**src/rtl/lsu_hs.sv**
```systemverilog
// Load/store unit with valid/ready handshakes toward the core and the memory bus.
// Misaligned accesses are optionally split into two NB-aligned beats.
module lsu_hs #(
    parameter int unsigned XLEN             = 32,
    parameter bit          SPLIT_MISALIGNED = 1'b1
) (
    input  logic            clk,
    input  logic            rstn,
    input  logic            req_valid,
    output logic            req_ready,
    input  logic            req_we,
    input  logic [1:0]      req_size,
    input  logic            req_unsigned,
    input  logic [XLEN-1:0] req_addr,
    input  logic [XLEN-1:0] req_wdata,
    output logic            rsp_valid,
    output logic [XLEN-1:0] rsp_rdata,
    output logic            rsp_err,
    output logic            mem_req,
    input  logic            mem_gnt,
    output logic [XLEN-1:0] mem_addr,
    output logic            mem_we,
    output logic [XLEN/8-1:0] mem_be,
    output logic [XLEN-1:0] mem_wdata,
    input  logic            mem_rvalid,
    input  logic [XLEN-1:0] mem_rdata,
    input  logic            mem_err
);

    localparam int unsigned NB = XLEN / 8;
    localparam int unsigned OW = $clog2(NB);
    localparam int unsigned BW = 2 * NB;

    typedef enum logic [2:0] {StIdle, StReq1, StWait1, StReq2, StWait2, StResp} state_e;

    state_e          state_q, state_d;
    logic [XLEN-1:0] addr_q, addr_d, wdata_q, wdata_d;
    logic [XLEN-1:0] rd1_q, rd1_d, rd2_q, rd2_d;
    logic [1:0]      size_q, size_d;
    logic            we_q, we_d, uns_q, uns_d, err_q, err_d;

    logic [OW-1:0]     req_off, off_q;
    logic [4:0]        req_bytes, bytes_q;
    logic              req_cross, cross_q;
    logic [8:0]        lo_mask;
    logic [BW-1:0]     be_wide;
    logic [2*XLEN-1:0] wd_wide;
    logic [XLEN-1:0]   aligned, merged, shifted, ext;
    logic [7:0]        ext_bits, ext_sh;

    assign req_off   = req_addr[OW-1:0];
    assign req_bytes = 5'd1 << req_size;
    assign req_cross = (5'(req_off) + req_bytes) > 5'(NB);

    assign off_q   = addr_q[OW-1:0];
    assign bytes_q = 5'd1 << size_q;
    assign cross_q = (5'(off_q) + bytes_q) > 5'(NB);
    assign aligned = {addr_q[XLEN-1:OW], {OW{1'b0}}};

    // Both beats' lanes come from one double-width shift; the upper half is beat 2.
    assign lo_mask = (9'd1 << bytes_q) - 9'd1;
    assign be_wide = BW'(lo_mask) << off_q;
    assign wd_wide = {{XLEN{1'b0}}, wdata_q} << {off_q, 3'b000};

    // Beat 2 sits above beat 1, so one right shift extracts the addressed bytes.
    assign merged   = XLEN'({rd2_q, rd1_q} >> {off_q, 3'b000});
    assign ext_bits = {bytes_q, 3'b000};
    assign ext_sh   = (ext_bits < 8'(XLEN)) ? 8'(XLEN) - ext_bits : 8'd0;
    assign shifted  = merged << ext_sh;
    assign ext      = uns_q ? (shifted >> ext_sh) : XLEN'($signed(shifted) >>> ext_sh);

    always_ff @(posedge clk) begin
        if (!rstn) begin
            state_q <= StIdle;
            addr_q  <= '0;
            wdata_q <= '0;
            rd1_q   <= '0;
            rd2_q   <= '0;
            size_q  <= '0;
            we_q    <= 1'b0;
            uns_q   <= 1'b0;
            err_q   <= 1'b0;
        end else begin
            state_q <= state_d;
            addr_q  <= addr_d;
            wdata_q <= wdata_d;
            rd1_q   <= rd1_d;
            rd2_q   <= rd2_d;
            size_q  <= size_d;
            we_q    <= we_d;
            uns_q   <= uns_d;
            err_q   <= err_d;
        end
    end

    always_comb begin
        state_d   = state_q;
        addr_d    = addr_q;
        wdata_d   = wdata_q;
        rd1_d     = rd1_q;
        rd2_d     = rd2_q;
        size_d    = size_q;
        we_d      = we_q;
        uns_d     = uns_q;
        err_d     = err_q;
        req_ready = (state_q == StIdle) && rstn;
        rsp_valid = 1'b0;
        rsp_rdata = '0;
        rsp_err   = 1'b0;
        mem_req   = 1'b0;
        mem_addr  = '0;
        mem_we    = 1'b0;
        mem_be    = '0;
        mem_wdata = '0;

        unique case (state_q)
            StIdle: begin
                if (req_valid && req_ready) begin
                    addr_d  = req_addr;
                    wdata_d = req_wdata;
                    size_d  = req_size;
                    we_d    = req_we;
                    uns_d   = req_unsigned;
                    rd1_d   = '0;
                    rd2_d   = '0;
                    if ((req_size == 2'd3 && XLEN == 32) || (req_cross && !SPLIT_MISALIGNED)) begin
                        err_d   = 1'b1;
                        state_d = StResp;
                    end else begin
                        err_d   = 1'b0;
                        state_d = StReq1;
                    end
                end
            end
            StReq1: begin
                mem_req   = 1'b1;
                mem_addr  = aligned;
                mem_we    = we_q;
                mem_be    = be_wide[NB-1:0];
                mem_wdata = wd_wide[XLEN-1:0];
                if (mem_gnt) state_d = StWait1;
            end
            StWait1: begin
                if (mem_rvalid) begin
                    rd1_d = mem_rdata;
                    if (mem_err) begin
                        err_d   = 1'b1;
                        state_d = StResp;
                    end else if (cross_q) begin
                        state_d = StReq2;
                    end else begin
                        state_d = StResp;
                    end
                end
            end
            StReq2: begin
                mem_req   = 1'b1;
                mem_addr  = aligned + XLEN'(NB);
                mem_we    = we_q;
                mem_be    = be_wide[BW-1:NB];
                mem_wdata = wd_wide[2*XLEN-1:XLEN];
                if (mem_gnt) state_d = StWait2;
            end
            StWait2: begin
                if (mem_rvalid) begin
                    rd2_d   = mem_rdata;
                    err_d   = mem_err;
                    state_d = StResp;
                end
            end
            StResp: begin
                rsp_valid = 1'b1;
                rsp_err   = err_q;
                rsp_rdata = (we_q || err_q) ? '0 : ext;
                state_d   = StIdle;
            end
            default: state_d = StIdle;
        endcase
    end

endmodule

```
**config.mk**
```make
export PLATFORM = sky130hd
export DESIGN_NAME = lsu_hs
export DESIGN_NICKNAME = d
export VERILOG_FILES = /design/src/rtl/lsu_hs.sv
export SDC_FILE = /design/constraint.sdc
export NUM_CORES = 1
export LEC_CHECK = 0
export CAP_MARGIN = 30
export CORE_UTILIZATION = 45
export DETAILED_ROUTE_END_ITERATION = 16
export GPL_TIMING_DRIVEN = 0
export PLACE_DENSITY = 0.74
export SLEW_MARGIN = 25
export SYNTH_ARGS = -nofsm -noshare
export SYNTH_HDL_FRONTEND = slang
export SYNTH_SLANG_ARGS = --single-unit
```
**constraint.sdc**
```tcl
create_clock -name clk -period 5.35 [get_ports clk]
set_clock_uncertainty 0.15 [all_clocks]
set_input_delay 0.8025 -clock clk [delete_from_list [all_inputs] [get_ports clk]]
set_output_delay 0.8025 -clock clk [all_outputs]
set_load 0.05 [all_outputs]
```
# Word level (Yosys, flattened, before mapping)
# Index checks and enable logic that the tools add are counted.
[classes]
shifts = 8
eq_ne = 12
muxes = 30
add_sub_neg = 4
n_reduce_logical = 13
n_lt_le_gt_ge = 2
[op_table]
columns = ["operator", "n"]
rows = [
  ["32-bit case mux with 2 select lines", 4],
  ["32-bit two-way mux", 5],
  ["32-bit by 5-bit << shifter with 64-bit output", 1],
  ["64-bit by 5-bit >> shifter with 32-bit output", 1],
  ["32-bit by 3-bit adder with 32-bit output (second input constant)", 1],
  ["32-bit by 8-bit << shifter with 32-bit output", 1],
  ["32-bit by 8-bit >> shifter with 32-bit output", 1],
  ["32-bit by 8-bit >>> shifter with 32-bit output", 1],
  ["3-bit two-way mux", 8],
  ["3-bit case mux with 5 select lines", 1],
  ["2-bit inequality test (second input constant)", 5],
  ["5-bit AND reduction", 2],
  ["1-bit two-way mux", 9],
  ["8-bit by 6-bit < comparator with 1-bit output (second input constant)", 1],
  ["8-bit two-way mux", 1],
  ["4-bit case mux with 2 select lines", 1],
  ["1-bit by 5-bit << shifter with 8-bit output (first input constant)", 1],
  ["8-bit by 2-bit << shifter with 8-bit output", 1],
  ["6-bit by 8-bit subtractor with 8-bit output (first input constant)", 1],
  ["8-bit by 1-bit subtractor with 8-bit output (second input constant)", 1],
  ["3-bit by 2-bit == test with 1-bit output (second input constant)", 2],
  ["3-bit == test (second input constant)", 2],
  ["3-bit AND reduction", 2],
  ["2-bit by 5-bit adder with 5-bit output", 1],
  ["other kinds (13)", 15],
]
[word_totals]
wordCells = 78
out_inout_bits = 105
in_bits = 106
register_bits = 136

# Depth between registers and ports, before layout
# Gate-level depths: netlist of run 1.
[depth]
word_depth = 8
ltp_mapped = 10
ltp_nobuf = 8

# Least setup slack after synthesis of run 1
# No wires, ideal clock.
[synth_timing]
path_kind = "flip-flop to output port"
start = "reg state_q[1]"
end = "out mem_be[1]"
t_arrival_ns = 3.333
required_ns = 4.398
slack_ns = 1.065
n_path_buf = 3
stages_incl_launch_ff = 5
path_cell_list = "dfxtp_1 -> buf_2 -> buf_2 -> buf_1 -> a2111oi_0"
[synth_between]
elab_chain_len = 2
elab_cells_between_ends = 3
cone_classes = "eq/ne (2); mux (1)"
[synth_rtl]
columns = ["item", "line", "text"]
rows = [
  ["start: declaration", "36", "state_e state_q, state_d;"],
  ["start signal: assignment", "74", "state_q <= StIdle;"],
  ["start signal: assignment", "84", "state_q <= state_d;"],
  ["3-bit by 2-bit == test with 1-bit output / 3-bit by 1-bit == test with 1-bit output (equally long branches)", "116", "unique case (state_q)"],
  ["4-bit case mux with 2 select lines (*)", "116", ""],
  ["end: declaration", "23", "output logic [XLEN/8-1:0] mem_be,"],
]
# Mark *: on every way between the ends. The rest lies on a longest branch, timed or not.

# Worst setup path after layout of run 1
[layout_timing]
start = "reg addr_q[0]"
end = "out rsp_rdata[23]"
[layout_between]
elab_chain_len = 6
elab_cells_between_ends = 7
cone_classes = "shift (4); mux (3)"
[layout_rtl]
columns = ["item", "line", "text"]
rows = [
  ["start: declaration", "37", "logic [XLEN-1:0] addr_q, addr_d, wdata_q, wdata_d;"],
  ["start signal: assignment", "85", "addr_q <= addr_d;"],
  ["64-bit by 5-bit >> shifter with 32-bit output (*)", "66", "assign merged = XLEN'({rd2_q, rd1_q} >> {off_q, 3'b000});"],
  ["32-bit by 8-bit << shifter with 32-bit output (*)", "69", "assign shifted = merged << ext_sh;"],
  ["32-bit by 8-bit >>> shifter with 32-bit output / 32-bit by 8-bit >> shifter with 32-bit output (equally long branches)", "70", "assign ext = uns_q ? (shifted >> ext_sh) : XLEN'($signed(shifted) >>> ext_sh);"],
  ["32-bit two-way mux (*)", "70", ""],
  ["32-bit two-way mux (*)", "174", "rsp_rdata = (we_q || err_q) ? '0 : ext;"],
  ["32-bit two-way mux (*)", "116", ""],
  ["end: declaration", "17", "output logic [XLEN-1:0] rsp_rdata,"],
]
# Marked as above.

==> summary.log, run 1 <==
[final_layout] Nets 1387
[sta] setup repair after global routing missed its margin false
[setup_path] sequence of cells on the critical path buf_2 > buf_1 > clkbuf_1 > a21oi_1 > o21ai_0 > clkdlybuf4s50_1
[yosys] mean instance size in the synthesized netlist 7.38 um^2
[setup_path] cell at the slowest stage of the critical path clkdlybuf4s50_1
[floorplanning] starting density of the core 46.4%
[setup_path] Max Fanout on Critical Path 10
[routing] violation count after the first detailed-route iteration 963
[sta] Final setup viols 0
[global_routing] number of global-route vias before repair 8123
[clock_network] clock-pin slew reported for the worst setup and hold paths after clock tree synthesis 0.06 ns
[yosys] fraction of registers with async set or reset after synthesis 0%
[yosys] share of synthesized area occupied by flip-flops and latches 33.1%
[setup_path] largest incremental delay on the critical path 0.88 ns
[sta] headroom to the max-slew limit 51.6%
[setup_path] CP Buf/Inv Count 4
[sta] Worst Setup Slack, final 0.865 ns
[yosys] top cell type's share of synthesized area 33.1%
[setup_path] Worst Setup Start Kind flip-flop
[sta] worst slew pin tran 0.724 ns
[power_and_ir_drop] cell area power density 285 nW/um^2
[power_and_ir_drop] Leakage 3.65 nW
[yosys] library cell with the largest summed area after synthesis dfxtp_1
[floorplanning] standard-cell row count 47
[sta] final critical delay including setup and external delays 4.48 ns
[global_routing] total congestion overflow 0
[placement] post-detailed-placement half-perimeter wirelength 21.4 mm
[job] number of max-cap violations 0
[setup_path] CP top delay family buffers and inverters
[yosys] flops & latches, synth 128
[routing] vias 8761
[floorplanning] placeable core region 16700 um^2
[clock_network] cell at the root of the clock tree clkbuf_16
[yosys] number of library cell types mapped by synthesis 56
[global_routing] global-route wire length before repair 44.0 mm
[clock_network] source-to-sink clock delay at the later pin of the worst-skew pair 0.44 ns
[yosys] number of cells produced by synthesis 1049
[global_routing] initial antenna violation count 0
[floorplanning] Die Wd 133 um
[final_layout] share of final-layout standard cells stronger than drive strength 1 6.82%
[floorplanning] overall die area 17700 um^2
[clock_network] count of cells resized by post-cts repair 0
[clock_network] CTS H-Tree Depth 4
[yosys] dominant cells by area after synthesis dfxtp_1 33%, nand2_1 13%, mux2i_1 12%
[placement] count of buffers from port buffering 208
[final_layout] number of diodes added for antenna fixing 0
[global_routing] largest net degree at the start of global routing 17
[sta] sum of negative setup slack 0 ns
[routing] TritonRoute pass-1 iters 6
[yosys] most instantiated flip-flop cell in the synthesis netlist dfxtp_1
[outcome] status complete, no violations
[sta] final worst path period share 83.8%
[sta] number of max-slew violations in the final report 0
[sta] Final Hold Violating Endpoints 0
[placement] routability congestion estimate 0.931
[yosys] number of enable flip-flop cells after synthesis 0
[floorplanning] num ports 211
[hold_path] Worst Hold Class flip-flop to flip-flop
[clock_network] maximum buffer depth of the clock tree 2
[power_and_ir_drop] Worst VDD drop 0.262 mV
[clock_network] # clock sinks 128
[routing] number of nets still failing antenna checks after routing 0
[final_layout] number of filler instances in the final layout 1521
[yosys] warning count from the yosys run 0
[setup_path] data arrival at the endpoint of the critical path 3.53 ns
[setup_path] capturing element type of the critical path output pin
[yosys] post-synthesis instance area 7740 um^2
[clock_network] total CTS buffers 17
[clock_network] CTS Hold Buffers Added 0
[routing] drt drc 0
[final_layout] Area Growth Syn to Fin 38.7%
[global_routing] total global routing track utilization 32.1%
[clock_network] CTS tree done
[clock_network] post-CTS setup buffer count 0
[setup_path] critical path class flip-flop to output pin
[placement] post-placement setup slack 1.45 ns
[power_and_ir_drop] overall power of the completed layout 3.06 mW
[sta] maximum frequency from static timing analysis 223 MHz
[routing] per-cell routed wire length 19.2 um
[routing] average vias per placed instance 5.80
[routing] total wire length after detailed routing 29.1 mm
[floorplanning] die height 133 um
[setup_path] required time of the critical path 4.40 ns
[cell usage in the layout (no fill, tap or decap), types with 3 or more instances in the layout]
| cell | netlist | routed |
|---|---|---|
| a21boi_0 | 18 | 18 |
| dfxtp_1 | 128 | 128 |
| or4_1 | 14 | 14 |
| and4_1 | 6 | 6 |
| a21boi_1 | 7 | 7 |
| o21ai_0 | 102 | 102 |
| nor2_1 | 56 | 56 |
| buf_6 | 3 | 3 |
| mux2i_1 | 89 | 89 |
| o21a_1 | 3 | 3 |
| inv_1 | 10 | 10 |
| buf_1 | 3 | 3 |
| buf_2 | 28 | 29 |
| nor2b_1 | 6 | 6 |
| a211oi_1 | 11 | 11 |
| xor2_1 | 6 | 6 |
| a21oi_1 | 57 | 57 |
| and2_1 | 7 | 7 |
| o22ai_1 | 11 | 11 |
| clkbuf_16 | 0 | 17 |
| bufinv_16 | 0 | 4 |
| clkdlybuf4s50_1 | 0 | 208 |
| nand3_1 | 40 | 40 |
| clkbuf_1 | 51 | 52 |
| nand4_1 | 10 | 10 |
| nor3_1 | 9 | 9 |
| ha_1 | 3 | 3 |
| and3_1 | 10 | 10 |
| clkinvlp_4 | 0 | 4 |
| nand2_1 | 274 | 274 |
| a22o_1 | 8 | 8 |
| o31ai_1 | 14 | 14 |
| mux2_2 | 14 | 14 |
| o2bb2ai_1 | 9 | 9 |
| xnor2_1 | 7 | 7 |
| nor4_1 | 3 | 3 |
[sequential cells by signal, indices dropped and copies added, names as in the netlist]
| name | flops |
|---|---|
| addr_q | 32 |
| size_q | 2 |
| state_q | 3 |
| err_q | 1 |
| rd1_q | 32 |
| rd2_q | 24 |
| wdata_q | 32 |
| uns_q | 1 |
| we_q | 1 |
[cell type report]
class	count	area, um^2	area share (%)
multi-input combinational	824	4750	44.2
timing repair buffer	209	2090	19.4
sequential	128	2560	23.9
inverter	11	41.3	0.385
buffer	87	392	3.65
clock inverter	13	186	1.74
clock buffer	19	443	4.12
tap	220	275	2.56
[routing by layer]
layer  vias up  wire, um  GRT usage (%)
met5         -         0              0
met4         0       783           11.5
met3        71      2760           6.89
met2       484     13200           51.0
met1      4085     12400           43.1
li1       4121         -              -
[cell usage after synthesis (2+ instances only)]
cell type / n
buf_1: 3
o21ai_1: 2
nand3b_1: 2
or3_1: 2
o221a_2: 2
o21ai_0: 102
and3_1: 10
a211oi_1: 11
mux4_2: 2
mux2_2: 14
a21o_1: 2
a22o_1: 8
nand4_1: 10
buf_2: 28
and4_1: 6
clkbuf_1: 51
o31ai_1: 14
nor2b_1: 6
and2_1: 7
a21boi_1: 7
o22ai_1: 11
nand2_1: 274
nand3_1: 40
buf_6: 3
xnor2_1: 7
a21oi_1: 57
nor2_1: 56
mux2i_1: 89
buf_4: 2
or4_1: 14
a21boi_0: 18
xor2_1: 6
o2bb2ai_1: 9
nor3_1: 9
nor4_1: 3
ha_1: 3
o21a_1: 3
nand2b_1: 2
dfxtp_1: 128
inv_1: 10
[final timing paths]
path	to	cells after the start	slack (ns)	startpoint
min reg2reg	rd2_q[12]$_SDFFE_PN0P_	2	0.30	rd2_q[12]$_SDFFE_PN0P_
max	rsp_rdata[23]	6	0.87	addr_q[0]$_SDFFE_PN0P_
min	rd2_q[12]$_SDFFE_PN0P_	2	0.30	rd2_q[12]$_SDFFE_PN0P_
max reg2reg	state_q[2]$_SDFFE_PN0P_	10	2.75	size_q[0]$_SDFFE_PN0P_
[logic make-up after synthesis]
group,count (synthesis),share of synthesized area [%]
simple gates,447,25.4
compound gates,254,19.7
flops,128,33.1
mux,105,14.1
buf+inv,98,5.59
xor+xnor,13,1.47
fa+ha+maj,3,0.485
other cells,1,0.0484
[through the flow]
stage	instances	instance area, um^2	util, %	hold WS (ns)
final	1511	10700	64.3	0.300
after global routing	1511	10700	64.3	0.320
after CTS	1511	10700	64.3	0.300
after detailed placement	1479	10100	60.5	0.292
after global placement	1478	10100	60.5	0.284
after floorplan	1050	7750	-	0.277
[report_power, final]
part	switching, mW	internal, mW
Combinational	0.435	0.264
Clock	0.470	0.792
Sequential	0.0794	1.02
[worst register-to-register path, delay by kind of cell (launching register included)]
family          cells  cell delay, ns
fa+ha+maj           2            0.41
compound gates      4            0.83
buf+inv             3            0.70
simple gates        1            0.16
flops               1            0.31
Power figures use the tool's default switching activity.
==> inputs of run 2 (changes only) <==
==> constraint.sdc (replaced) <==
create_clock -name clk -period 4.7 [get_ports clk]
set_clock_uncertainty 0.15 [all_clocks]
set_input_delay 0.705 -clock clk [delete_from_list [all_inputs] [get_ports clk]]
set_output_delay 0.705 -clock clk [all_outputs]
set_load 0.05 [all_outputs]
==> results of run 2 <==
Same layout as run 1 (identical final DEF). Status: complete, no violations.
Among the figures that moved: setup slack after placement 1.45 ns -> 0.896 ns; setup slack after layout 0.865 ns -> 0.313 ns; register-to-register setup slack 2.75 ns -> 2.10 ns; total power 3.06 mW -> 3.48 mW; worst IR drop on VDD 0.262 mV -> 0.298 mV
